File: src/rtl/mem_arbiter_if.sv
// Bus bundle between the two requesters (fetch, data), the arbiter and the shared memory port.
// Signal names are seen from the arbiter: i_* are driven into it, o_* are driven by it.
interface mem_arbiter_if #(
    parameter int ADDR_WIDTH = 64,
    parameter int DATA_WIDTH = 64
);
    logic                  i_if_req;
    logic [ADDR_WIDTH-1:0] i_if_addr;
    logic [DATA_WIDTH-1:0] o_if_rdata;
    logic                  o_if_done;
    logic                  o_if_err;

    logic                  i_dm_req;
    logic                  i_dm_we;
    logic [ADDR_WIDTH-1:0] i_dm_addr;
    logic [DATA_WIDTH-1:0] i_dm_wdata;
    logic [DATA_WIDTH-1:0] o_dm_rdata;
    logic                  o_dm_done;
    logic                  o_dm_err;

    logic                  o_mem_req;
    logic                  o_mem_we;
    logic [ADDR_WIDTH-1:0] o_mem_addr;
    logic [DATA_WIDTH-1:0] o_mem_wdata;
    logic                  i_mem_ack;
    logic [DATA_WIDTH-1:0] i_mem_rdata;

    logic                  o_busy;

    modport slave (
        input  i_if_req, i_if_addr,
        input  i_dm_req, i_dm_we, i_dm_addr, i_dm_wdata,
        input  i_mem_ack, i_mem_rdata,
        output o_if_rdata, o_if_done, o_if_err,
        output o_dm_rdata, o_dm_done, o_dm_err,
        output o_mem_req, o_mem_we, o_mem_addr, o_mem_wdata,
        output o_busy
    );

    modport master (
        output i_if_req, i_if_addr,
        output i_dm_req, i_dm_we, i_dm_addr, i_dm_wdata,
        output i_mem_ack, i_mem_rdata,
        input  o_if_rdata, o_if_done, o_if_err,
        input  o_dm_rdata, o_dm_done, o_dm_err,
        input  o_mem_req, o_mem_we, o_mem_addr, o_mem_wdata,
        input  o_busy
    );
endinterface

File: src/rtl/mem_arbiter.sv
// Round-robin arbiter sharing one memory port between instruction fetch and data memory.
//   state  | meaning
//   S_IDLE | sample requests, grant one port and latch its command
//   S_BUSY | o_mem_req high, wait for ack or TIMEOUT cycles
//   S_DONE | one-cycle done (and err on timeout) pulse to the owner
module mem_arbiter #(
    parameter int ADDR_WIDTH = 64,
    parameter int DATA_WIDTH = 64,
    parameter int TIMEOUT    = 255
) (
    input  logic          i_clk,
    input  logic          i_arstn,
    mem_arbiter_if.slave  bus
);

    localparam int CW = (TIMEOUT > 1) ? $clog2(TIMEOUT + 1) : 1;

    typedef enum logic [1:0] {
        S_IDLE = 2'd0,
        S_BUSY = 2'd1,
        S_DONE = 2'd2
    } state_t;

    state_t                r_state;
    state_t                w_state_nxt;
    logic                  r_last_dm;
    logic                  r_owner_dm;
    logic                  r_err;
    logic                  r_we;
    logic [ADDR_WIDTH-1:0] r_addr;
    logic [DATA_WIDTH-1:0] r_wdata;
    logic [DATA_WIDTH-1:0] r_if_rdata;
    logic [DATA_WIDTH-1:0] r_dm_rdata;
    logic [CW-1:0]         r_wait_cnt;

    logic w_any_req;
    logic w_grant_dm;
    logic w_timeout;

    assign w_any_req  = bus.i_if_req | bus.i_dm_req;
    // On a tie the port that did not win last time goes first.
    assign w_grant_dm = bus.i_dm_req & (~bus.i_if_req | ~r_last_dm);
    assign w_timeout  = (r_wait_cnt == CW'(TIMEOUT - 1));

    always_ff @(posedge i_clk or negedge i_arstn) begin
        if (!i_arstn) begin
            r_state <= S_IDLE;
        end else begin
            r_state <= w_state_nxt;
        end
    end

    always_comb begin
        w_state_nxt = r_state;
        case (r_state)
            S_IDLE:  if (w_any_req) w_state_nxt = S_BUSY;
            S_BUSY:  if (bus.i_mem_ack || w_timeout) w_state_nxt = S_DONE;
            S_DONE:  w_state_nxt = S_IDLE;
            default: w_state_nxt = S_IDLE;
        endcase
    end

    always_ff @(posedge i_clk or negedge i_arstn) begin
        if (!i_arstn) begin
            r_last_dm  <= 1'b0;
            r_owner_dm <= 1'b0;
            r_err      <= 1'b0;
            r_we       <= 1'b0;
            r_addr     <= '0;
            r_wdata    <= '0;
            r_if_rdata <= '0;
            r_dm_rdata <= '0;
            r_wait_cnt <= '0;
        end else begin
            case (r_state)
                S_IDLE: begin
                    if (w_any_req) begin
                        r_owner_dm <= w_grant_dm;
                        r_last_dm  <= w_grant_dm;
                        r_we       <= w_grant_dm & bus.i_dm_we;
                        r_addr     <= w_grant_dm ? bus.i_dm_addr  : bus.i_if_addr;
                        r_wdata    <= w_grant_dm ? bus.i_dm_wdata : '0;
                        r_wait_cnt <= '0;
                    end
                end
                S_BUSY: begin
                    r_err <= ~bus.i_mem_ack & w_timeout;
                    if (bus.i_mem_ack) begin
                        if (!r_we) begin
                            if (r_owner_dm) r_dm_rdata <= bus.i_mem_rdata;
                            else            r_if_rdata <= bus.i_mem_rdata;
                        end
                    end else if (!w_timeout) begin
                        r_wait_cnt <= r_wait_cnt + CW'(1);
                    end
                end
                default: ;
            endcase
        end
    end

    always_comb begin
        bus.o_mem_req   = (r_state == S_BUSY);
        bus.o_busy      = (r_state == S_BUSY) || (r_state == S_DONE);
        bus.o_mem_we    = r_we;
        bus.o_mem_addr  = r_addr;
        bus.o_mem_wdata = r_wdata;
        bus.o_if_done   = (r_state == S_DONE) & ~r_owner_dm;
        bus.o_if_err    = (r_state == S_DONE) & ~r_owner_dm & r_err;
        bus.o_dm_done   = (r_state == S_DONE) &  r_owner_dm;
        bus.o_dm_err    = (r_state == S_DONE) &  r_owner_dm & r_err;
        bus.o_if_rdata  = r_if_rdata;
        bus.o_dm_rdata  = r_dm_rdata;
    end

endmodule

File: src/flat_wrapper.sv
// flat-port wrapper written by rule: the top's interface ports become plain ports
module mem_arbiter_flat 
#(
    parameter int ADDR_WIDTH = 64,
    parameter int DATA_WIDTH = 64,
    parameter int TIMEOUT    = 255
)
  (i_clk, i_arstn, bus_i_if_req, bus_i_if_addr, bus_i_dm_req, bus_i_dm_we, bus_i_dm_addr, bus_i_dm_wdata, bus_i_mem_ack, bus_i_mem_rdata, bus_o_if_rdata, bus_o_if_done, bus_o_if_err, bus_o_dm_rdata, bus_o_dm_done, bus_o_dm_err, bus_o_mem_req, bus_o_mem_we, bus_o_mem_addr, bus_o_mem_wdata, bus_o_busy);
  mem_arbiter_if #(.ADDR_WIDTH(ADDR_WIDTH), .DATA_WIDTH(DATA_WIDTH)) bus_i ();
  input  logic i_clk;
  input  logic i_arstn;
  input wire logic [$bits(bus_i.i_if_req)-1:0] bus_i_if_req;
  input wire logic [$bits(bus_i.i_if_addr)-1:0] bus_i_if_addr;
  input wire logic [$bits(bus_i.i_dm_req)-1:0] bus_i_dm_req;
  input wire logic [$bits(bus_i.i_dm_we)-1:0] bus_i_dm_we;
  input wire logic [$bits(bus_i.i_dm_addr)-1:0] bus_i_dm_addr;
  input wire logic [$bits(bus_i.i_dm_wdata)-1:0] bus_i_dm_wdata;
  input wire logic [$bits(bus_i.i_mem_ack)-1:0] bus_i_mem_ack;
  input wire logic [$bits(bus_i.i_mem_rdata)-1:0] bus_i_mem_rdata;
  output wire logic [$bits(bus_i.o_if_rdata)-1:0] bus_o_if_rdata;
  output wire logic [$bits(bus_i.o_if_done)-1:0] bus_o_if_done;
  output wire logic [$bits(bus_i.o_if_err)-1:0] bus_o_if_err;
  output wire logic [$bits(bus_i.o_dm_rdata)-1:0] bus_o_dm_rdata;
  output wire logic [$bits(bus_i.o_dm_done)-1:0] bus_o_dm_done;
  output wire logic [$bits(bus_i.o_dm_err)-1:0] bus_o_dm_err;
  output wire logic [$bits(bus_i.o_mem_req)-1:0] bus_o_mem_req;
  output wire logic [$bits(bus_i.o_mem_we)-1:0] bus_o_mem_we;
  output wire logic [$bits(bus_i.o_mem_addr)-1:0] bus_o_mem_addr;
  output wire logic [$bits(bus_i.o_mem_wdata)-1:0] bus_o_mem_wdata;
  output wire logic [$bits(bus_i.o_busy)-1:0] bus_o_busy;
  assign bus_i.i_if_req = bus_i_if_req;
  assign bus_i.i_if_addr = bus_i_if_addr;
  assign bus_i.i_dm_req = bus_i_dm_req;
  assign bus_i.i_dm_we = bus_i_dm_we;
  assign bus_i.i_dm_addr = bus_i_dm_addr;
  assign bus_i.i_dm_wdata = bus_i_dm_wdata;
  assign bus_i.i_mem_ack = bus_i_mem_ack;
  assign bus_i.i_mem_rdata = bus_i_mem_rdata;
  assign bus_o_if_rdata = bus_i.o_if_rdata;
  assign bus_o_if_done = bus_i.o_if_done;
  assign bus_o_if_err = bus_i.o_if_err;
  assign bus_o_dm_rdata = bus_i.o_dm_rdata;
  assign bus_o_dm_done = bus_i.o_dm_done;
  assign bus_o_dm_err = bus_i.o_dm_err;
  assign bus_o_mem_req = bus_i.o_mem_req;
  assign bus_o_mem_we = bus_i.o_mem_we;
  assign bus_o_mem_addr = bus_i.o_mem_addr;
  assign bus_o_mem_wdata = bus_i.o_mem_wdata;
  assign bus_o_busy = bus_i.o_busy;
  mem_arbiter #(.ADDR_WIDTH(ADDR_WIDTH), .DATA_WIDTH(DATA_WIDTH), .TIMEOUT(TIMEOUT)) u_core (.i_clk(i_clk), .i_arstn(i_arstn), .bus(bus_i));
endmodule
File: config.mk
export PLATFORM = sky130hd
export DESIGN_NAME = mem_arbiter_flat
export DESIGN_NICKNAME = d
export VERILOG_FILES = /design/src/rtl/mem_arbiter_if.sv /design/src/rtl/mem_arbiter.sv /design/src/flat_wrapper.sv
export SDC_FILE = /design/constraint.sdc
export NUM_CORES = 1
export LEC_CHECK = 0
export BUFFER_PORTS_ARGS = -buffer_cell sky130_fd_sc_hd__clkbuf_2
export CELL_PAD_IN_SITES_DETAIL_PLACEMENT = 1
export CELL_PAD_IN_SITES_GLOBAL_PLACEMENT = 1
export CORE_AREA = 2 2 206 208
export DETAILED_ROUTE_END_ITERATION = 7
export DIE_AREA = 0 0 208 210
export GPL_ROUTABILITY_DRIVEN = 0
export PLACE_DENSITY_LB_ADDON = 0.1
export SETUP_SLACK_MARGIN = 0.05
export SLEW_MARGIN = 20
export SYNTH_ARGS = -nofsm -noshare
export SYNTH_HDL_FRONTEND = slang
export SYNTH_SLANG_ARGS = --single-unit
File: constraint.sdc
create_clock -name i_clk -period 2 [get_ports i_clk]
set_clock_uncertainty 0.05 [all_clocks]
set_input_delay 0.3 -clock i_clk [delete_from_list [all_inputs] [get_ports i_clk]]
set_output_delay 0.3 -clock i_clk [all_outputs]
set_load 0.05 [all_outputs]
# == Word-level counts from Yosys, hierarchy flattened ==
# Cells that the tools add are included.
# Widths: inputs -> output; s select.
# word_totals
reg_bits,269
in_bits,262
output_inout_bits,263
# op_classes
n_addsub,1
eq_ne,7
muxes,9
bitwise_logic,13
reduce_logical,9
# op_table
cell,count
$mux 64,2
$mux 8,3
$pmux 8 s2,1
$reduce_and 4->1,3
$add 8x1->8 const B,1
$eq 8x8->1 const B,1
$and 1x1->1,7
$mux 2,2
$ne 2x1->1 const B,2
$ne 2x2->1 const B,2
$not 1->1,4
$pmux 2 s2,1
$reduce_and 2->1,2
$eq 2x1->1 const B,1
$eq 2x2->1 const B,1
$logic_not 2->1,1
$logic_or 1x1->1,2
$or 1x1->1,2
$reduce_bool 2->1,1

# == Longest topological paths before layout ==
# logic_depth
depth_word,4
ltp_mapped,8

# == Worst setup path before layout ==
# No wires, ideal clock.
# synth_path
kind,reg-to-reg
start,register u_core.r_state[1]
end,"register u_core.r_if_rdata[14], in the netlist u_core.bus.o_if_rdata[14]"
setup_time_ns,0.125
t_arrival_ns,2.062
required_time_ns,1.825
slack_ns,-0.237
path_stages_with_launch,7
path_buffers,1
period_less_slack_ns,2.237
path_cell_list,dfrtp_1 > inv_1 > ha_1 > nand2_1 > nor3_4 > buf_6 > mux2_2
# synth_between
elab_chain_cells,2
# synth_lines
element,line,text
start: declaration,mem_arbiter.sv:24,state_t r_state;
start signal: assignment,mem_arbiter.sv:49,r_state <= w_state_nxt;
$eq 2x1->1,n/a,
via bus_o_mem_req,flat_wrapper.sv:26,output wire logic [$bits(bus_i.o_mem_req)-1:0] bus_o_mem_req;
$reduce_and 4->1 (no line),n/a,
end signal: assignment,mem_arbiter.sv:91,else r_if_rdata <= bus.i_mem_rdata;
end: declaration,mem_arbiter.sv:32,logic [DATA_WIDTH-1:0] r_if_rdata;
# The timed path passes the listed nets, and every way through them passes these cells.
# A chain may end at the register's enable or synchronous reset.

# == Final worst setup path ==
# layout_path
start,register u_core.r_state[0]
end,output port bus_o_dm_err
# layout_between
elab_chain_cells,3
# layout_lines
element,line,text
$eq 2x2->1,mem_arbiter.sv:111,bus.o_dm_err = (r_state == S_DONE) & r_owner_dm & r_err;
$and 1x1->1 (2 in series),mem_arbiter.sv:111,
end: declaration,flat_wrapper.sv:25,output wire logic [$bits(bus_i.o_dm_err)-1:0] bus_o_dm_err;
# No other way between the ends.

==> results.md <==
* WS Path Type: register to output pin
* WL final at 39600 um
* Clock-pin transition on the worst setup and hold timing paths at 0.06 ns
* Root buffer cell: clkbuf_16
* Post-Syn Nets at 1036
* Startpoint Class: register
* Max-slew headroom at 0.518
* Hold_sp: bus_i_if_addr[44]
* Global route overflow at 0
* I/O Buffers at 524
* EDFF count, synth at 0
* Crit-path max FO at 4
* # placed instances at 1828
* Final worst-path setup slack at 0.118 ns
* H-tree levels at 2
* Die width at 208 um
* Slew Limit Fails at 0
* #FFs+latches synth at 269
* Mean Syn Cell Area at 13.9 um^2
* Vias per inst at 4.34
* Vias at 8785
* Most numerous cell in the Yosys netlist: dfrtp_1
* Clk sinks at 269
* Share of cells above drive strength 1 at 0.510
* Core Rows at 75
* WL per Instance at 19.6 um
* Antenna Violating Nets Remaining at 0
* Post-Syn Instances at 769
* Initial Util at 0.258
* CTS Buf Count at 34
* DR iter-0 viols at 231
* Synth Area in Simple Gates at 0.0415
* Power density over the cells at 1940 mW/mm^2
* Number of global-route vias before repair at 9714
* Synth top area share at 0.630
* Most instantiated cells after synthesis: dfrtp_1 (269), mux2_2 (115), nand2_1 (74)
* GR Util met3 at 0.0489
* Nets at 1727
* Status: finished, final reports clean
* Final Non-Filler Cells at 2023
* Peak VDD IR at 0.633 mV
* Die footprint at 0.0437 mm^2
* Fin Setup TNS at 0 ns
* Die Ht at 210 um
* Initial antenna violation count at 0
* Yosys cell types at 36
* Primary FF master, synth: dfrtp_1
* Post-Synth XOR/XNOR Area at 0
* Area delta synth->final at 57.5%
* CTS tree: done
* Top Ports at 525
* Worst hold path type: primary input to register
* Core ar. at 0.0415 mm^2
* FF-to-FF Start: u_core.r_state[0]
* Drt drc at 0
* CTS max path bufs at 3
* Final setup violation count at 0
* Multi-input gate area at 0.00370 mm^2
* Largest family of logic cells by synthesized area: multiplexers
* Crit path time final at 1.88 ns
* Area contributors post-synth: dfrtp_1 (63%), mux2_2 (12%), mux2i_1 (6.1%)
* Final Cycle Share at 0.941
* Crit. Startpoint: u_core.r_state[0]
* Max cap viols at 0
* Met2 usage at 0.301
* Post-synthesis compound-gate area fraction at 0.0970
* M1 GR Usage at 0.223
* Hold slack at 0.0186 ns
* First-pass GRT wire length at 60100 um
* Fin. Hold Viols at 0
* Clk_lat worst skew at 0.52 ns
* Post-Syn Area at 0.0107 mm^2
* Required @ worst endpoint at 1.65 ns
* DP HPWL at 30300 um
* Seq/Total Area, Yosys at 0.630
* Slew at the pin closest to its max-slew limit at 0.720 ns
* Tot GR Track Use at 0.178
* RSZ-0062 raised after global routing: yes
* Adder-Cell Fraction of Synth Area at 0.00586
* Fillers at 4573
* Setup slack after placement at 0.0872 ns
* Post-synthesis mux area share at 0.196
* Worst setup EP type: output pin
* Pleak at 8.49 nW
* Register area at 0.00673 mm^2
* Number of warnings issued by yosys at 0
* 1st-pass router iterations at 4
* Post-synth ARST share at 1.00
* Grt peak-use layer: met2
* CP Data Arrival Time at 1.53 ns
* Area leader, netlist: dfrtp_1
* Max Freq at 531 MHz
* Largest net degree at the start of global routing at 50
## power breakdown
group,leakage (nW),internal (mW),switching (mW)
Sequential,3.34,7.94,1.42
Clock,0.524,3.50,2.39
Combinational,4.63,4.59,12.8
Total,8.49,16.0,16.6
## registers in the layout, summed over array words and instances (netlist names)
register / flops
u_core.r_err: 1
u_core.bus.o_dm_rdata: 64
u_core.r_last_dm: 1
u_core.bus.o_mem_we: 1
u_core.bus.o_mem_wdata: 64
u_core.bus.o_if_rdata: 64
u_core.r_wait_cnt: 8
u_core.bus.o_mem_addr: 64
u_core.r_state: 2
## worst max-delay path, stage by stage, from the launching register on
cell and delay [ns]:
dfrtp_1 0.42, inv_2 0.11, ha_4 0.16, and3_4 0.19, buf_8 0.14
## cells in the final DEF (no fill, tap or decap), types with 2 or more instances in the layout
master,instances
clkbuf_2,517
dfrtp_1,268
dlygate4sd3_1,132
mux2_2,115
nand2_1,71
mux2i_1,65
a22o_1,65
o21ai_0,55
clkbuf_16,36
buf_4,25
buf_12,17
mux2_1,13
o21ai_1,12
clkbuf_1,7
clkbuf_8,6
clkinv_2,6
buf_8,5
buf_6,5
inv_1,4
a31oi_1,4
nand2_2,3
and3_1,3
nand3_1,3
a21oi_1,3
ha_1,3
inv_2,2
and2_1,2
nor2_1,2
nand2b_1,2
nand3b_1,2
a41oi_1,2
o22ai_1,2
ha_4,2
inv_6,2
clkinvlp_4,2
## per-stage QoR
step	power [mW]	cell area (um^2)	utilization
floorplan	21.6	10700	-
global placement	26.4	14300	0.344
detailed placement	26.6	14300	0.344
CTS	33.0	16800	0.404
global route	34.3	16800	0.406
finish	32.6	16800	0.406
## cell type report
type / count / area share
tap: 539 / 0.0401
timing repair buffer: 704 / 0.275
multi-input combinational: 445 / 0.220
sequential: 269 / 0.400
antenna: 1 / 0.000149
clock buffer: 47 / 0.0570
inverter: 6 / 0.00134
clock inverter: 12 / 0.00647
## worst paths after layout
path / to / slack (ns) / cells after the start
min in group asynchronous: u_core.bus.o_if_rdata[33] / 0.24 / 2
worst min register to register: u_core.bus.o_mem_addr[51] / 0.43 / 2
worst max register to register: u_core.r_wait_cnt[0] / 0.16 / 6
max in group asynchronous: u_core.bus.o_if_rdata[42] / 1.00 / 3
worst min-delay path: u_core.bus.o_mem_addr[44] / 0.02 / 3
worst max-delay path: bus_o_dm_err / 0.12 / 4
## logic make-up after synthesis
logic type | count (synthesis)
AO/OA/AOI/OAI | 149
AND/OR/NAND/NOR | 98
adder cells (fa/ha/maj) | 5
multiplexers | 193
flip-flops | 269
buffers and inverters | 55
## layer usage
| layer | share of wire | vias up |
|---|---|---|
| li1 | - | 4133 |
| met1 | 0.42 | 4258 |
| met2 | 0.49 | 343 |
| met3 | 0.071 | 51 |
| met4 | 0.024 | 0 |
| met5 | 0 | - |
## timing repair
| action | in CTS | in global routing |
|---|---|---|
| gates cloned | 0 | 1 |
| resized for setup | 19 | 11 |
| endpoints found under the setup margin | 6 | 56 |
| buffers inserted | 0 | 2 |
| pin swaps | 0 | 2 |
| hold endpoints to repair | 231 | 0 |
| hold buffers | 132 | 0 |
Note: power is estimated with default switching activity, not from simulation.
